<file path="config.mk">
export PLATFORM = sky130hd
export DESIGN_NAME = mem_region_router
export DESIGN_NICKNAME = d
export VERILOG_FILES = /design/src/rtl/mem_region_pkg.sv /design/src/rtl/btn_sync_edge.sv /design/src/rtl/mem_region_router.sv
export SDC_FILE = /design/constraint.sdc
export NUM_CORES = 1
export LEC_CHECK = 0
export ABC_AREA = 1
export CAP_MARGIN = 25
export CORE_AREA = 2 2 109 111
export CTS_CLUSTER_SIZE = 14
export DETAILED_ROUTE_END_ITERATION = 8
export DIE_AREA = 0 0 111 113
export GPL_TIMING_DRIVEN = 1
export MAX_ROUTING_LAYER = met4
export PLACE_DENSITY = 0.66
export SLEW_MARGIN = 20
export SYNTH_ARGS = -nofsm -noshare
export SYNTH_HDL_FRONTEND = slang
export SYNTH_SLANG_ARGS = --single-unit
</file>
<file path="constraint.sdc">
create_clock -name CLK -period 2.6 [get_ports CLK]
set_input_delay 0.52 -clock CLK [delete_from_list [all_inputs] [get_ports CLK]]
set_output_delay 0.52 -clock CLK [all_outputs]
set_load 0.02 [all_outputs]
</file>
<file path="src/rtl/mem_region_pkg.sv">
// Shared types for the data-memory region router: region classes, MMIO word map
// and the read token carried through the load-latency pipeline.
package mem_region_pkg;

  typedef enum logic [1:0] {
    REG_GEN      = 2'd0,
    REG_IMG_BASE = 2'd1,
    REG_MMIO     = 2'd2,
    REG_UNMAPPED = 2'd3
  } region_e;

  localparam logic [1:0] MMIO_LED  = 2'd0;
  localparam logic [1:0] MMIO_BTN  = 2'd1;
  localparam logic [1:0] MMIO_EDGE = 2'd2;
  localparam logic [1:0] MMIO_ID   = 2'd3;

  localparam int TOKEN_SEL_W = 8;

  typedef struct packed {
    logic                   valid;
    logic [TOKEN_SEL_W-1:0] sel;
    logic [31:0]            mmio_rdata;
    logic                   unmapped;
  } rd_token_t;

  // Region 0 is the general bank, the next num_img selects are image banks and the
  // all-ones select is MMIO; anything left over between them is unmapped.
  function automatic region_e region_of(input int unsigned sel,
                                        input int unsigned num_img,
                                        input int unsigned sel_w);
    if (sel == 0) return REG_GEN;
    if (sel <= num_img) return REG_IMG_BASE;
    if (sel == (32'd1 << sel_w) - 32'd1) return REG_MMIO;
    return REG_UNMAPPED;
  endfunction

endpackage

</file>
<file path="src/rtl/btn_sync_edge.sv">
// Two-flop synchroniser for asynchronous button levels, followed by a delay flop
// so that a rising edge of the synchronised level produces a one-cycle pulse.
module btn_sync_edge
  import mem_region_pkg::*;
#(
  parameter int NUM_BTN = 4
) (
  input  logic               clk,
  input  logic               rst_n,
  input  logic [NUM_BTN-1:0] buttons,
  output logic [NUM_BTN-1:0] level,
  output logic [NUM_BTN-1:0] rise
);

  logic [NUM_BTN-1:0] meta;
  logic [NUM_BTN-1:0] sync;
  logic [NUM_BTN-1:0] prev;

  always_ff @(posedge clk or negedge rst_n) begin
    if (!rst_n) begin
      meta <= '0;
      sync <= '0;
      prev <= '0;
    end else begin
      meta <= buttons;
      sync <= meta;
      prev <= sync;
    end
  end

  assign level = sync;
  assign rise  = sync & ~prev;

endmodule

</file>
<file path="src/rtl/mem_region_router.sv">
// Data-memory region router: decodes the CPU load/store port onto a general bank,
// a row of 8-bit image banks and a small MMIO block, and realigns read data to the
// banks' registered latency.
module mem_region_router
  import mem_region_pkg::*;
#(
  parameter int NUM_IMG_BANKS = 6,
  parameter int SEL_W         = 3,
  parameter int SEL_LSB       = 16,
  parameter int GEN_ADDR_W    = 12,
  parameter int IMG_ADDR_W    = 16,
  parameter int RD_LAT        = 1,
  parameter int NUM_BTN       = 4
) (
  input  logic                       CLK,
  input  logic                       RST_n,
  input  logic                       req_i,
  input  logic                       wren_i,
  input  logic [31:0]                address_i,
  input  logic [31:0]                data_i,
  input  logic [3:0]                 be_i,
  output logic [31:0]                data_o,
  output logic                       rvalid_o,
  output logic                       err_o,
  output logic [GEN_ADDR_W-1:0]      gen_addr_o,
  output logic [31:0]                gen_data_o,
  output logic [3:0]                 gen_be_o,
  output logic                       gen_wren_o,
  input  logic [31:0]                gen_q_i,
  output logic [IMG_ADDR_W-1:0]      img_addr_o,
  output logic [7:0]                 img_data_o,
  output logic [NUM_IMG_BANKS-1:0]   img_wren_o,
  input  logic [8*NUM_IMG_BANKS-1:0] img_q_i,
  input  logic [NUM_BTN-1:0]         buttons_i,
  output logic [7:0]                 LEDs_o
);

  logic [SEL_W-1:0]   sel;
  logic [SEL_W-1:0]   img_idx;
  logic [1:0]         mmio_word;
  region_e            region;
  logic               mmio_we;
  logic [NUM_BTN-1:0] btn_level;
  logic [NUM_BTN-1:0] btn_rise;
  logic [NUM_BTN-1:0] edge_cap;
  logic [NUM_BTN-1:0] edge_clr;
  logic [7:0]         leds;
  logic [31:0]        mmio_rdata;
  logic               err_q;
  logic               unused_addr;

  assign sel         = address_i[SEL_LSB +: SEL_W];
  assign img_idx     = sel - SEL_W'(1);
  assign mmio_word   = address_i[3:2];
  assign region      = region_of(32'(sel), NUM_IMG_BANKS, SEL_W);
  assign unused_addr = ^address_i;

  assign gen_addr_o = address_i[GEN_ADDR_W-1:0];
  assign gen_data_o = data_i;
  assign gen_be_o   = be_i;
  assign img_addr_o = address_i[IMG_ADDR_W-1:0];
  assign img_data_o = data_i[7:0];

  always_comb begin
    gen_wren_o = 1'b0;
    img_wren_o = '0;
    mmio_we    = 1'b0;
    if (req_i && wren_i) begin
      case (region)
        REG_GEN:      gen_wren_o = 1'b1;
        REG_IMG_BASE: if (be_i[0]) img_wren_o = NUM_IMG_BANKS'(1) << img_idx;
        REG_MMIO:     mmio_we = 1'b1;
        default:      ;
      endcase
    end
  end

  btn_sync_edge #(
    .NUM_BTN (NUM_BTN)
  ) u_btn (
    .clk     (CLK),
    .rst_n   (RST_n),
    .buttons (buttons_i),
    .level   (btn_level),
    .rise    (btn_rise)
  );

  assign edge_clr = (mmio_we && mmio_word == MMIO_EDGE) ? data_i[NUM_BTN-1:0] : '0;

  // A fresh edge wins over a simultaneous write-one-to-clear so no press is lost.
  always_ff @(posedge CLK or negedge RST_n) begin
    if (!RST_n) begin
      leds     <= '0;
      edge_cap <= '0;
    end else begin
      if (mmio_we && mmio_word == MMIO_LED && be_i[0]) leds <= data_i[7:0];
      edge_cap <= (edge_cap & ~edge_clr) | btn_rise;
    end
  end

  assign LEDs_o = leds;

  always_comb begin
    mmio_rdata = '0;
    case (mmio_word)
      MMIO_LED:  mmio_rdata = {24'h0, leds};
      MMIO_BTN:  mmio_rdata = 32'(btn_level);
      MMIO_EDGE: mmio_rdata = 32'(edge_cap);
      default:   mmio_rdata = {16'h0, 8'(SEL_W), 8'(NUM_IMG_BANKS)};
    endcase
  end

  rd_token_t launch;
  rd_token_t pipe [RD_LAT];
  rd_token_t tail;

  always_comb begin
    launch            = '0;
    launch.valid      = req_i && !wren_i;
    launch.sel        = TOKEN_SEL_W'(sel);
    launch.unmapped   = (region == REG_UNMAPPED);
    launch.mmio_rdata = (region == REG_MMIO) ? mmio_rdata : '0;
  end

  // Token delay matches the banks' registered read latency, so gen_q_i/img_q_i are
  // live exactly when the matching token reaches the tail.
  always_ff @(posedge CLK or negedge RST_n) begin
    if (!RST_n) begin
      for (int i = 0; i < RD_LAT; i++) pipe[i] <= '0;
    end else begin
      pipe[0] <= launch;
      for (int i = 1; i < RD_LAT; i++) pipe[i] <= pipe[i-1];
    end
  end

  assign tail = pipe[RD_LAT-1];

  region_e                tail_region;
  logic [TOKEN_SEL_W-1:0] tail_idx;

  assign tail_region = region_of(32'(tail.sel), NUM_IMG_BANKS, SEL_W);
  assign tail_idx    = tail.sel - TOKEN_SEL_W'(1);

  always_comb begin
    rvalid_o = tail.valid;
    data_o   = '0;
    if (tail.valid && !tail.unmapped) begin
      case (tail_region)
        REG_GEN: data_o = gen_q_i;
        REG_IMG_BASE: begin
          for (int k = 0; k < NUM_IMG_BANKS; k++) begin
            if (tail_idx == TOKEN_SEL_W'(k)) data_o = {24'h0, img_q_i[8*k +: 8]};
          end
        end
        REG_MMIO: data_o = tail.mmio_rdata;
        default:  data_o = '0;
      endcase
    end
  end

  always_ff @(posedge CLK or negedge RST_n) begin
    if (!RST_n) err_q <= 1'b0;
    else        err_q <= req_i && (region == REG_UNMAPPED);
  end

  assign err_o = err_q;

endmodule
</file>
==> impl_metrics.py <==
metrics = {
    "route": {
        "antenna_left": 0,
        "dr.pass1.iters": 4,
        "first_drt_iteration_drcs": 135,
        "wire_per_inst_um": 14.5,
        "viasPerCell": 4.22,
        "finalWirelength_mm": 9.72,
        "vias": 2829,
        "drc": 0,
    },
    "synth": {
        "synth-adder-area-share_pct": 0.434,
        "post_synth_and_or_nand_nor_area_fraction_pct": 29.3,
        "synthCells": 401,
        "post_synth_main_area_contributors": "dfrtp_1 (34%), buf_4 (20%), nand2_1 (13%), nor2_1 (5.3%), inv_1 (5.1%)",
        "synth_flop_cell": "dfrtp_1",
        "post_synth_xor_xnor_area_pct": 0,
        "synthTopCellsByCount": "nand2_1 (101), buf_4 (76), nor2_1 (41)",
        "syn_area_per_cell_um2": 7.19,
        "postSynthRegisterBits": 39,
        "synth-compound-area-share_pct": 7.90,
        "yosys.area.top_type": "dfrtp_1",
        "dominant_combinational_cell_family_by_area_after_synthesis": "simple AND/OR/NAND/NOR gates",
        "asyncSetResetFlopFracSynth_pct": 100,
        "yosysMostFrequentCell": "nand2_1",
        "seq_area_frac_synth_pct": 33.9,
        "synth_enable_flop_cells": 0,
        "synth.cell_area_um2": 2880,
        "yosys_warnings": 0,
        "post_synth_num_cell_types": 29,
        "post_synth_mux_area_share_pct": 1.82,
        "synth.top_cell.area_share_pct": 33.9,
    },
    "final_layout": {
        "postLayoutCoreUtil_pct": 40.0,
        "final_nets": 681,
        "synthToLayoutAreaGrowth_pct": 56.5,
        "layout-drive-gt1-share_pct": 14.5,
        "num-fill-cells": 1173,
    },
    "sta": {
        "final-hold-violation-count": 0,
        "worst_max_slew_margin_expressed_relative_to_the_limit_pct": 42.8,
        "finalCritPeriodShare_pct": 95.5,
        "rsz0062_at_grt": "no",
        "finalCriticalPeriod_ns": 2.48,
        "fin_skew_ns": 0.00468,
        "final_max_slew_viol_count": 0,
        "max_slew.worst_pin.slew_ns": 0.858,
        "fmax_mhz": 403,
        "setup_viol": 0,
    },
    "grt": {
        "groute.usage.overall_pct": 15.1,
        "first_pass_grt_wire_length_mm": 14.5,
        "first_global_vias": 2849,
        "gr-total-overflow": 0,
        "grt_antenna_before_repair": 3,
        "pin_count_of_the_biggest_net_entering_global_routing": 40,
    },
    "setup_path": {
        "crit_path_cell_chain": "clkdlybuf4s50_1, nor2_2, ha_1, or2_4, nor2_1, clkdlybuf4s15_2",
        "critPathKind": "in -> out",
        "arrival_ns": 1.96,
        "worst_ep_required_time_ns": 2.08,
        "reg2reg_to": "pipe[2]",
        "regToRegSetupSlack_ns": 1.75,
        "cp_slowest_cell": "clkdlybuf4s50_1",
        "regToRegStartpoint": "u_btn.level[1]",
        "cpPeakStageDelay_ns": 0.50,
        "worst_r2r_path_depth": 4,
        "crit_fanout": 3,
        "critPathCaptureType": "output port",
        "timing.critical_path.from_type": "input port",
    },
    "clocking": {
        "worst_setup_hold_path_clk_slew_ns": 0.06,
        "buffer_type_at_the_clock_tree_root": "clkbuf_16",
        "clkSinkCount": 39,
        "hold_buffers": 0,
        "max-clock-path-buffers": 2,
        "numCtsBuffers": 5,
        "clock_latency_ns": 0.28,
        "cts_tree": "yes",
        "ctsHtreeMaxLevel": 2,
    },
    "placed_design": {
        "place.gp.congestion": 0.835,
        "dp_hpwl_mm": 8.30,
        "io_buffers": 171,
    },
    "die": {
        "fp.coreArea_um2": 11300,
        "num_rows": 39,
        "die_x_um": 111,
        "effective_utilization_at_floorplan_pct": 25.6,
        "die-height_um": 113,
        "design.die.area_um2": 12500,
        "design.portCount": 277,
    },
    "power_and_ir_drop": {
        "power.share.switching_pct": 26.3,
        "sequentialPowerShare_pct": 38.7,
        "clock_power_share_pct": 34.4,
        "design_power_total_mw": 1.69,
        "power.share.combinational_pct": 27.0,
        "p_sw_mw": 0.445,
        "static-leakage-power_nw": 2.19,
        "p_per_area_nw_per_um2": 375,
        "internal_cell_power_mw": 1.25,
        "ir_drop_uv": 440,
    },
    "outcome": {
        "outcome": "completed",
    },
    "worst_hold_path": {
        "min_path_type": "in -> async",
    },
    "flow_run": {
        "number_of_maximum_capacitance_constraint_violations": 0,
    },
}
layout by cell type (no fill, tap or decap), drive strengths merged:
cell type	netlist	layout
a22o	8	8
a21oi	10	10
clkbuf	4	11
diode	0	3
nor2	44	44
nand2	102	102
ha	1	1
clkinvlp	0	2
mux2	4	4
dlymetal6s2s	0	6
or2	15	15
dlygate4sd2	0	22
nor3	2	2
nand3	27	27
inv	41	41
buf	80	31
dfrtp	39	39
clkinv	0	1
o21bai	2	2
o211ai	3	3
nor4	1	1
clkdlybuf4s50	0	131
conb	1	2
clkdlybuf4s15	0	3
nand4	3	3
o21ai	14	14
layer usage:
layer  global-route usage, %  share of wire, %  wire [um]
met3                    4.02               7.3        710
met4                    7.08               4.2        405
met2                    26.8                53       5110
met5                       -                 0          0
met1                    15.6                36       3500
worst max-delay path by stage:
stage | to | depth (start not counted) | slack, ns | from
CTS | data_o[7] | 9 | 0.007 | pipe[33]
detailed placement | img_wren_o[2] | 6 | -0.42 | address_i[16]
finish | img_wren_o[1] | 6 | 0.12 | address_i[16]
floorplan | img_wren_o[2] | 4 | 0.25 | address_i[16]
global placement | img_wren_o[2] | 6 | -0.38 | address_i[16]
global route | data_o[1] | 11 | 0.003 | pipe[33]
power by group through the flow:
stage / registers, mW / logic [mW] / clock network [mW]
global route: 0.658 / 0.496 / 0.624
detailed placement: 0.664 / 0.463 / 0
floorplan: 0.672 / 0.287 / 0
CTS: 0.653 / 0.461 / 0.600
global placement: 0.663 / 0.458 / 0
finish: 0.654 / 0.456 / 0.581
logic make-up (layout without fill, tap and decap cells):
family / count (synthesis) / after routing
and+or+nand+nor: 194 / 194
adders and majority gates: 1 / 1
AOI/OAI and AO/OA: 37 / 37
muxes: 4 / 4
DFF: 39 / 39
other: 1 / 5
buffers and inverters: 125 / 248
area by class of cell:
| type | instances | area (um2) | area share, % |
|---|---|---|---|
| Timing Repair Buffer | 199 | 1890 | 41.9 |
| Multi-Input combinational cell | 238 | 1150 | 25.6 |
| Sequential cell | 39 | 980 | 21.7 |
| Tap cell | 143 | 179 | 3.97 |
| Inverter | 41 | 154 | 3.41 |
| Clock buffer | 5 | 125 | 2.77 |
| Clock inverter | 3 | 20.0 | 0.444 |
| Antenna cell | 3 | 7.51 | 0.166 |
registers in the layout, summed over array words and instances, names as in the netlist:
| signal | cells |
|---|---|
| pipe | 13 |
| LEDs_o | 8 |
| edge_cap | 4 |
| u_btn.level | 4 |
| u_btn.meta | 4 |
| u_btn.prev | 4 |
| err_o | 1 |
| rvalid_o | 1 |
through the flow:
stage	setup slack, ns	setup TNS [ns]	cells	instance area (um2)	hold WS [ns]
after detailed placement	-0.422	-1.48	659	4390	0.336
after global routing	0.00306	0	671	4510	0.358
after CTS	0.00749	0	667	4490	0.349
after floorplan	0.251	0	402	2890	0.224
after global placement	-0.383	-1.23	659	4390	0.332
final	0.116	0	671	4510	0.351
timing repair:
action / 4_1_cts / 5_1_grt
cloned: 0 / 0
pin swaps: 0 / 1
gates resized for setup: 43 / 26
buffers inserted: 0 / 1
setup endpoints to repair: 33 / 22
worst max-delay path, delay by kind of cell:
family	cells	cell delay, ns
and+or+nand+nor	3	0.40
buffers and inverters	2	0.76
adders and majority gates	1	0.29
No activity file was read; power rests on OpenSTA's default activity.
